## config.mk

```make
export PLATFORM = sky130hd
export DESIGN_NAME = uart_tx_framed
export DESIGN_NICKNAME = d
export VERILOG_FILES = /design/src/rtl/uart_tx_framed.sv
export SDC_FILE = /design/constraint.sdc
export NUM_CORES = 1
export LEC_CHECK = 0
export CORE_ASPECT_RATIO = 0.75
export CORE_MARGIN = 2
export CORE_UTILIZATION = 50
export DETAILED_ROUTE_END_ITERATION = 6
export PLACE_DENSITY = 0.75
export SLEW_MARGIN = 20
export SYNTH_ARGS = -nofsm -noshare
export SYNTH_HDL_FRONTEND = slang
export SYNTH_SLANG_ARGS = --single-unit
```

## constraint.sdc

```tcl
create_clock -name i_clk -period 3.9 [get_ports i_clk]
set_clock_uncertainty 0.1 [all_clocks]
set_input_delay 0.78 -clock i_clk [delete_from_list [all_inputs] [get_ports i_clk]]
set_output_delay 0.78 -clock i_clk [all_outputs]
set_load 0.05 [all_outputs]
```

## src/rtl/uart_tx_framed.sv

```systemverilog
`timescale 1ns/1ps
// uart_tx_framed
// FIFO-fed UART transmitter. It pops one word at a time from an external FIFO,
// then serialises it as: start bit, p_bit_cnt data bits (LSB first), an optional
// parity bit, and one or two stop bits.
// The divisor, stop-bit count and parity mode are latched once per frame.
// Changing those inputs mid-frame therefore only affects the next frame.
//
// Optional feature: define UART_TX_FRAMED_PARITY_EN to compile in the PARITY
// state and decoding of i_parity. Without it, i_parity is ignored and frames are
// start + data + stop only.
//
// Parameters
//   p_bit_cnt       data bits per frame (5..9)
//   p_div_w         width of the runtime baud divisor
// Ports
//   i_clk           clock, rising edge
//   i_rst           synchronous active-high reset
//   i_div           clock cycles per UART bit (values below 2 act as 2)
//   i_stop2         1 = two stop bits, 0 = one
//   i_parity        00/11 none, 01 even, 10 odd (parity build only)
//   i_fifo_rd_data  FIFO word, valid the cycle after o_fifo_rd_en
//   i_fifo_empty    FIFO empty flag
//   o_fifo_rd_en    one-cycle FIFO pop strobe (high exactly while in REQ)
//   o_sig           serial line, idle high
//   o_busy          high from REQ through the last stop bit
//   o_done          one-cycle pulse after the last stop-bit period
module uart_tx_framed #(
  parameter int p_bit_cnt = 8,
  parameter int p_div_w   = 16
) (
  input  logic                 i_clk,
  input  logic                 i_rst,
  input  logic [p_div_w-1:0]   i_div,
  input  logic                 i_stop2,
  input  logic [1:0]           i_parity,
  input  logic [p_bit_cnt-1:0] i_fifo_rd_data,
  input  logic                 i_fifo_empty,
  output logic                 o_fifo_rd_en,
  output logic                 o_sig,
  output logic                 o_busy,
  output logic                 o_done
);

  localparam int                  lp_idx_w    = $clog2(p_bit_cnt);
  localparam logic [lp_idx_w-1:0] lp_last_idx = lp_idx_w'(p_bit_cnt - 1);
  localparam logic [lp_idx_w-1:0] lp_idx_one  = lp_idx_w'(1);
  localparam logic [p_div_w-1:0]  lp_one      = p_div_w'(1);
  localparam logic [p_div_w-1:0]  lp_two      = p_div_w'(2);

`ifdef UART_TX_FRAMED_PARITY_EN
  typedef enum logic [2:0] {
    S_IDLE = 3'd0, S_REQ, S_LOAD, S_START, S_DATA, S_PARITY, S_STOP
  } state_t;
`else
  typedef enum logic [2:0] {
    S_IDLE = 3'd0, S_REQ, S_LOAD, S_START, S_DATA, S_STOP
  } state_t;
`endif

  state_t               r_state;
  logic [p_div_w-1:0]   r_div;
  logic [p_div_w-1:0]   r_cnt;
  logic [p_bit_cnt-1:0] r_shift;
  logic [lp_idx_w-1:0]  r_bit_idx;
  logic                 r_stop2;
  logic                 r_stop_idx;
  // The line is stored inverted so that an all-zero power-up register image
  // matches the reset state (IDLE, line high, no strobes).
  logic                 r_sig_n;
  logic                 r_rd_en;
  logic                 r_busy;
  logic                 r_done;

`ifdef UART_TX_FRAMED_PARITY_EN
  logic                 r_par_en;
  logic                 r_par_bit;
`else
  logic                 w_unused_parity;
  assign w_unused_parity = ^i_parity;
`endif

  logic                 w_bit_end;
  logic [p_div_w-1:0]   w_div_eff;

  // A one-cycle bit would leave no room for the counter to run, so the
  // divisor is clamped to 2.
  assign w_div_eff = (i_div < lp_two) ? lp_two : i_div;
  assign w_bit_end = (r_cnt == (r_div - lp_one));

  assign o_sig        = ~r_sig_n;
  assign o_fifo_rd_en = r_rd_en;
  assign o_busy       = r_busy;
  assign o_done       = r_done;

  always_ff @(posedge i_clk) begin
    if (i_rst) begin
      r_state    <= S_IDLE;
      r_sig_n    <= 1'b0;
      r_rd_en    <= 1'b0;
      r_busy     <= 1'b0;
      r_done     <= 1'b0;
      r_cnt      <= '0;
      r_bit_idx  <= '0;
      r_stop_idx <= 1'b0;
    end else begin
      r_rd_en <= 1'b0;
      r_done  <= 1'b0;
      case (r_state)
        S_IDLE: begin
          if (!i_fifo_empty) begin
            r_state <= S_REQ;
            r_rd_en <= 1'b1;
            r_busy  <= 1'b1;
          end
        end
        S_REQ: begin
          r_state <= S_LOAD;
        end
        // The popped word arrives this cycle; the frame configuration is
        // frozen here as well.
        S_LOAD: begin
          r_shift <= i_fifo_rd_data;
          r_div   <= w_div_eff;
          r_stop2 <= i_stop2;
`ifdef UART_TX_FRAMED_PARITY_EN
          r_par_en  <= (i_parity == 2'b01) || (i_parity == 2'b10);
          r_par_bit <= (^i_fifo_rd_data) ^ (i_parity == 2'b10);
`endif
          r_cnt   <= '0;
          r_sig_n <= 1'b1;
          r_state <= S_START;
        end
        S_START: begin
          if (w_bit_end) begin
            r_cnt     <= '0;
            r_bit_idx <= '0;
            r_sig_n   <= ~r_shift[0];
            r_shift   <= r_shift >> 1;
            r_state   <= S_DATA;
          end else begin
            r_cnt <= r_cnt + lp_one;
          end
        end
        S_DATA: begin
          if (w_bit_end) begin
            r_cnt <= '0;
            if (r_bit_idx == lp_last_idx) begin
`ifdef UART_TX_FRAMED_PARITY_EN
              if (r_par_en) begin
                r_sig_n <= ~r_par_bit;
                r_state <= S_PARITY;
              end else begin
                r_sig_n    <= 1'b0;
                r_stop_idx <= 1'b0;
                r_state    <= S_STOP;
              end
`else
              r_sig_n    <= 1'b0;
              r_stop_idx <= 1'b0;
              r_state    <= S_STOP;
`endif
            end else begin
              r_bit_idx <= r_bit_idx + lp_idx_one;
              r_sig_n   <= ~r_shift[0];
              r_shift   <= r_shift >> 1;
            end
          end else begin
            r_cnt <= r_cnt + lp_one;
          end
        end
`ifdef UART_TX_FRAMED_PARITY_EN
        S_PARITY: begin
          if (w_bit_end) begin
            r_cnt      <= '0;
            r_sig_n    <= 1'b0;
            r_stop_idx <= 1'b0;
            r_state    <= S_STOP;
          end else begin
            r_cnt <= r_cnt + lp_one;
          end
        end
`endif
        // At the end of the final stop period the FIFO is checked again so
        // queued words follow with only the REQ and LOAD cycles in between.
        S_STOP: begin
          if (w_bit_end) begin
            r_cnt <= '0;
            if (r_stop2 && !r_stop_idx) begin
              r_stop_idx <= 1'b1;
            end else begin
              r_done <= 1'b1;
              if (!i_fifo_empty) begin
                r_state <= S_REQ;
                r_rd_en <= 1'b1;
              end else begin
                r_state <= S_IDLE;
                r_busy  <= 1'b0;
              end
            end
          end else begin
            r_cnt <= r_cnt + lp_one;
          end
        end
        default: begin
          r_state <= S_IDLE;
        end
      endcase
    end
  end

endmodule

```

==> impl_results.md, run 1 <==
* Status: finished, final reports clean
* CTS Sinks at 52
* CTS resizes at 0
* Met2 GRT Util at 0.281
* Vias in the first global route at 2136
* Worst Path Max Fanout at 8
* CTS H-tree lvls at 2
* Most used routing layer: met1
* DIE WIDTH at 94.5 microns
* Slew at the pin with the worst max-slew slack at 0.810 ns
* Syn Inst Count at 330
* Initial Util at 0.524
* Async SR Flop Fraction at 0
* Nets at 379
* Overflow after GRT at 0
* Worst path max stage delay at 0.48 ns
* Setup slack after layout at 0.567 ns
* Sequential fraction of the synthesis area at 0.421
* Syn Std Cell Area at 0.00307 sq mm
* Worst path bufs/invs at 2
* CP endpoint kind: flip-flop
* Worst Setup Path Type: reg -> reg
* Cells after DPL at 416
* CTS root buffer: clkbuf_8
* Max Cap Viol at 0
* Critical Path AT at 3.26 ns
* Max Slew Vio Count at 0
* Detailed Route Iter0 Violations at 188
* Fmax at 0.300 GHz
* P_leak at 1.21 nW
* Area leader, netlist: edfxtp_1
* CP top delay family: simple AND/OR/NAND/NOR gates
* Max_slew headroom at 0.458
* Hold Crit Class: reg -> reg
* Crit path required time at 3.83 ns
* Switching share of power at 0.259
* Worst skew pair latency at 0.31 ns
* Number of diodes at 0
* Ports at 34
* Seq pwr share at 0.580
* Placed Area at 0.00340 sq mm
* P per Cell Area at 304 mW/mm^2
* Unrepaired setup endpoints after global routing: false
* CTS Hold Bufs at 0
* Die area at 0.00678 sq mm
* Fin. Hold Viols at 0
* Clk slew on worst S/H paths at 0.10 ns
* Cell Rows at 24
* Cts bufs inserted at 5
* P_int at 0.785 mW
* Cells along the critical path: inv_1 > ha_1 > nor4b_4 > nand3_1 > nor3b_1 > o31ai_1 > a21oi_1 > nand2_1 > o41ai_1 > buf_4
* Die height at 71.8 microns
* CTS tree: built
* Kind of start point of the critical path: flip-flop
* EDFF count, synth at 25
* Routability Congestion at 0.868
* DRT Pass-1 Iters at 4
* Setup WS pre-CTS at 0.585 ns
* Met3 global-route usage at 0.0358
* Finish-stage setup viols at 0
* Sequential cell area at 0.00129 sq mm
* Core area at 0.00586 sq mm
* Clock buffer depth at 2
* GRT Overall Usage at 0.188
* Met1 global-route usage at 0.284
* Clock power frac at 0.296
* Area occupied by multi-input gates at 0.00163 sq mm
* Layout cell share with drive strength beyond 1 at 0.107
* Yosys warnings at 0
* Drc violations at 0
* Final ANT Viol Nets at 0
* Comb pwr share at 0.124
* Avg Vias per Cell at 5.68
* Post-Layout Inst Area at 0.00349 sq mm
* Non-Filler Instances at 424
* Syn_area_per_cell at 9.30 sq um
* Setup TNS at 0 ns
* Wire length per cell at 14.1 microns
* Largest net degree at the start of global routing at 26
* Cell variety after synth at 58
* Syn_nets at 364
* Post-CTS Setup Bufs at 0
* Tcrit/Tclk final at 0.855
* Psw at 0.274 mW
* Port bufs at 31
* CP max stage cell: edfxtp_1
* Main area contributors after synthesis: edfxtp_1 24%, dfxtp_1 18%, xnor2_1 4.3%, nand2_1 4.0%, mux2i_1 3.6%
* Synth Flop Type: dfxtp_1
* Worst IR Drop VDD at 0.000227 V
* Vias at 2410
* # fillers at 511
* Global-route wire length before repair at 10100 microns
* Period minus WS final at 3.33 ns
* Layout area overhead at 13.7%
* Final HPWL DP at 4470 microns
* Flops & latches, synth at 52
* Initial antenna violation count at 0
* Yosys top cell area share at 0.245
* Routed WL at 5990 microns
[stage by stage]
stage	utilization	hold WS, ns	power (mW)
3_3_place_gp	0.580	0.367	0.754
5_1_grt	0.596	0.413	1.10
3_5_place_dp	0.580	0.380	0.758
6_report	0.596	0.392	1.06
4_1_cts	0.596	0.396	1.07
2_1_floorplan	-	0.356	0.707
[power groups by stage]
stage	Combinational, mW	Clock (mW)	Sequential (mW)
2_1_floorplan	0.0846	0	0.622
3_3_place_gp	0.128	0	0.626
3_5_place_dp	0.131	0	0.626
4_1_cts	0.132	0.320	0.614
5_1_grt	0.145	0.338	0.618
6_report	0.132	0.313	0.614
[registers in the layout, summed over array words and instances, names as in the netlist]
signal and flops:
o_busy 1, o_done 1, o_fifo_rd_en 1, r_bit_idx 3
r_cnt 16, r_div 16, r_shift 8, r_sig_n 1
r_state 3, r_stop2 1, r_stop_idx 1
[synth_stat cells (2+ instances only)]
cell / instances
o21ai_0: 4
xor2_1: 3
o211ai_1: 2
nor2b_1: 5
inv_1: 11
nand3b_1: 4
nand3_1: 16
mux2i_1: 11
a22o_1: 4
ha_1: 4
mux2_2: 9
nor4_1: 6
o41ai_1: 2
nor2_1: 28
nand2_1: 33
xnor2_1: 15
nor4_4: 2
nand2b_1: 6
nor3_1: 14
nor3b_1: 4
a221o_1: 2
a21oi_1: 12
nand4_1: 6
clkbuf_1: 24
edfxtp_1: 25
and3_1: 8
a31oi_1: 2
or2_2: 4
or3_1: 2
dfxtp_1: 27
and2_1: 3
a211oi_1: 4
o31ai_1: 3
[area by class of cell]
cell class,count,area share
clock buffer,5,0.0197
clock inverter,3,0.00646
inverter,11,0.0118
multi-input combinational,240,0.466
sequential,52,0.370
tap,78,0.0280
timing repair buffer,35,0.0976
[worst paths after layout]
check                           slack, ns  depth (start not counted)                       from                   endpoint
worst min register to register       0.39                          2  r_bit_idx[2]$_SDFFE_PP0P_  r_bit_idx[2]$_SDFFE_PP0P_
worst max-delay path                 0.57                         10     r_div[0]$_SDFFCE_PN0P_       r_shift[0]$_DFFE_PP_
worst min-delay path                 0.39                          2  r_bit_idx[2]$_SDFFE_PP0P_  r_bit_idx[2]$_SDFFE_PP0P_
worst max register to register       0.57                         10     r_div[0]$_SDFFCE_PN0P_       r_shift[0]$_DFFE_PP_
[worst register-to-register path, cell delays in order (launching register included)]
cell,delay (ns)
edfxtp_1,0.48
inv_1,0.09
ha_1,0.19
nor4b_4,0.37
nand3_1,0.20
nor3b_1,0.25
o31ai_1,0.13
a21oi_1,0.42
nand2_1,0.29
o41ai_1,0.31
buf_4,0.24
[per-layer routing]
layer  up-vias  share of wire
met3         5          0.053
li1       1219              -
met4         0         0.0084
met5         -              0
met2        52           0.42
met1      1134           0.52
[cell usage in the layout, fill, tap and decap left out, drive strengths merged, types with 2 or more instances in the layout]
cell type,count
a211oi,6
a21o,2
a21oi,12
a221o,2
a22o,4
a31oi,2
and2,3
and3,8
buf,4
clkbuf,5
clkdlybuf4s50,31
dfxtp,27
edfxtp,25
ha,4
inv,12
mux2,9
mux2i,11
nand2,33
nand2b,6
nand3,16
nand3b,4
nand4,7
nor2,28
nor2b,5
nor3,15
nor3b,4
nor4,9
nor4b,2
o211ai,2
o21ai,4
o31ai,3
o41ai,2
or2,4
or3,2
xnor2,15
xor2,3
[cells by family after synthesis]
family	synth area share
xor+xnor	0.0514
simple gates	0.268
buf+inv	0.0506
fa+ha+maj	0.0163
compound gates	0.124
mux	0.0689
flops	0.421
Note: power is estimated with default switching activity, not from simulation.
==> inputs of run 2 (changes only) <==
--- a/config.mk
+++ b/config.mk
@@ -8,6 +8,7 @@
 export CORE_ASPECT_RATIO = 0.75
 export CORE_MARGIN = 2
 export CORE_UTILIZATION = 50
+export CTS_CLUSTER_DIAMETER = 100
 export DETAILED_ROUTE_END_ITERATION = 6
 export PLACE_DENSITY = 0.75
 export SLEW_MARGIN = 20
==> results of run 2 <==
Final layout, timing and power as in run 1 (identical DEF).
==> inputs of run 3 (changes only) <==
--- a/config.mk
+++ b/config.mk
@@ -10,7 +10,7 @@
 export CORE_UTILIZATION = 50
 export CTS_CLUSTER_DIAMETER = 100
 export DETAILED_ROUTE_END_ITERATION = 6
-export PLACE_DENSITY = 0.75
+export PLACE_DENSITY = 0.72
 export SLEW_MARGIN = 20
 export SYNTH_ARGS = -nofsm -noshare
 export SYNTH_HDL_FRONTEND = slang
==> impl_results.md, run 3 (same netlist as run 1, synthesis figures left out) <==
* Status: finished, final reports clean
* Layout cell share with drive strength beyond 1 at 0.0983 (-0.00867)
* Worst path max stage delay at 0.48 ns (about the same)
* Unrepaired setup endpoints after global routing: false
* Kind of start point of the critical path: flip-flop
* CP endpoint kind: flip-flop
* Clock buffer depth at 2 (unchanged)
* Max Cap Viol at 0 (unchanged)
* GRT Overall Usage at 0.193 (+0.00496)
* Worst Setup Path Type: reg -> reg
* Worst skew pair latency at 0.30 ns (about the same)
* Global-route wire length before repair at 10300 microns (+2.6%)
* Non-Filler Instances at 424 (unchanged)
* Detailed Route Iter0 Violations at 178 (-5.3%)
* Sequential cell area at 0.00129 sq mm (unchanged)
* Most used routing layer: met1
* DIE WIDTH at 94.5 microns (unchanged)
* Routed WL at 6010 microns (+0.45%)
* Clk slew on worst S/H paths at 0.09 ns (about the same)
* CTS resizes at 0 (unchanged)
* Worst Path Max Fanout at 8 (unchanged)
* Cell Rows at 24 (unchanged)
* Period minus WS final at 3.33 ns (-0.00456 ns)
* Core area at 0.00586 sq mm (unchanged)
* Post-Layout Inst Area at 0.00348 sq mm (-0.32%)
* Initial Util at 0.524 (unchanged)
* Routability Congestion at 0.835 (-3.9%)
* Tot Pwr at 1.03 mW (-2.5%)
* CTS H-tree lvls at 2 (unchanged)
* Slew at the pin with the worst max-slew slack at 0.777 ns (-0.0333 ns)
* R2r setup slk at 0.57 ns (about the same)
* Met1 global-route usage at 0.290 (+0.00510)
* Worst IR Drop VDD at 0.000153 V (-33%)
* P per Cell Area at 297 mW/mm^2 (-2.2%)
* Leading registers by flop count: r_cnt (16), r_div (16), r_shift (8)
* CTS root buffer: clkbuf_8
* Initial antenna violation count at 0 (unchanged)
* Final ANT Viol Nets at 0 (unchanged)
* Number of diodes at 0 (unchanged)
* Met3 global-route usage at 0.0400 (+0.00421)
* # fillers at 507 (-0.78%)
* Fin. Hold Viols at 0 (unchanged)
* Fmax at 0.300 GHz (+0.14%)
* Vias in the first global route at 2201 (+3.0%)
* Ports at 34 (unchanged)
* Die area at 0.00678 sq mm (unchanged)
* Commonest non-fill, non-tap cell in the layout: nand2_1
* Drc violations at 0 (unchanged)
* P_leak at 1.20 nW (-0.40%)
* Final HPWL DP at 4470 microns (+0.15%)
* Max Slew Vio Count at 0 (unchanged)
* Tcrit/Tclk final at 0.853 (-0.00117)
* Area occupied by multi-input gates at 0.00163 sq mm (unchanged)
* Critical Path AT at 3.24 ns (-0.02 ns)
* Post-CTS Setup Bufs at 0 (unchanged)
* Vias at 2415 (+0.21%)
* Placed Area at 0.00340 sq mm (unchanged)
* Finish-stage setup viols at 0 (unchanged)
* Cells along the critical path: inv_1 > ha_1 > nor4b_4 > nand3_1 > nor3b_1 > o31ai_1 > a21oi_1 > nand2_1 > o41ai_1 > buf_4
* Avg Vias per Cell at 5.70 (+0.21%)
* Met2 GRT Util at 0.286 (+0.00476)
* Largest net degree at the start of global routing at 26 (unchanged)
* DRT Pass-1 Iters at 4 (unchanged)
* Setup slack after layout at 0.572 ns (+0.00456 ns)
* Wire length per cell at 14.2 microns (+0.45%)
* Crit path required time at 3.81 ns (-0.02 ns)
* Worst path bufs/invs at 2 (unchanged)
* CTS Sinks at 52 (unchanged)
* Layout area overhead at 13.3%
* Port bufs at 31 (unchanged)
* Cts bufs inserted at 5 (unchanged)
* Commonest cells after routing, fill and taps aside: 33 x nand2_1, 31 x clkdlybuf4s50_1, 28 x nor2_1
* Max_slew headroom at 0.481 (+0.0223)
* Nets at 379 (unchanged)
* CP top delay family: simple AND/OR/NAND/NOR gates
* CTS tree: built
* CP max stage cell: edfxtp_1
* Overflow after GRT at 0 (unchanged)
* Setup TNS at 0 ns (unchanged)
* Die height at 71.8 microns (unchanged)
* Setup WS pre-CTS at 0.589 ns (+0.00385 ns)
* Cells after DPL at 416 (unchanged)
* Hold Crit Class: reg -> reg
* CTS Hold Bufs at 0 (unchanged)
==> run 3: cell types whose count changed in the layout (fill, tap and decap cells not counted) <==
cell        change
clkbuf_1        +2
clkinv_1        +1
clkinv_4        -1
clkinvlp_4      -1
inv_4           -1
==> run 3: per-layer routing <==
layer | share of wire | vias up | routed length [microns]
met5 | 0 | - | 0
met4 | 0.0063 | 0 | 38
met1 | 0.53 | 1120 | 3160
met3 | 0.050 | 4 | 301
li1 | - | 1225 | -
met2 | 0.42 | 66 | 2510
==> run 3: worst min-delay path: stages, from the launching register on <==
cell and delay (ns):
dfxtp_1 0.32, nand2b_1 0.06, mux2i_1 0.06
==> run 3: path summary, 6_finish.rpt <==
| check | startpoint | endpoint | cells past startpoint |
|---|---|---|---|
| worst min-delay path | r_bit_idx[1]$_SDFFE_PP0P_ | r_bit_idx[1]$_SDFFE_PP0P_ | 2 |
| worst max register to register | r_div[0]$_SDFFCE_PN0P_ | r_shift[5]$_DFFE_PP_ | 10 |
| worst max-delay path | r_div[0]$_SDFFCE_PN0P_ | r_shift[5]$_DFFE_PP_ | 10 |
| worst min register to register | r_bit_idx[1]$_SDFFE_PP0P_ | r_bit_idx[1]$_SDFFE_PP0P_ | 2 |
==> run 3: metrics by stage <==
| stage | utilization | hold slack, ns |
|---|---|---|
| 6_report | 0.594 | 0.392 |
| 5_1_grt | 0.594 | 0.409 |
| 4_1_cts | 0.594 | 0.398 |
| 3_5_place_dp | 0.580 | 0.384 |
| 3_3_place_gp | 0.580 | 0.366 |
| 2_1_floorplan | - | 0.356 |
==> run 3: layout make-up <==
type                       count  share of cell area
multi-input combinational    240               0.468
sequential                    52               0.371
timing repair buffer          35              0.0979
tap                           78              0.0281
clock buffer                   7              0.0220
inverter                      11              0.0119
clock inverter                 1             0.00108
==> run 3: where the power goes <==
group	switching, mW	internal (mW)	total, mW
Sequential	0.0235	0.591	0.615
Clock	0.162	0.125	0.287
Combinational	0.0657	0.0653	0.131
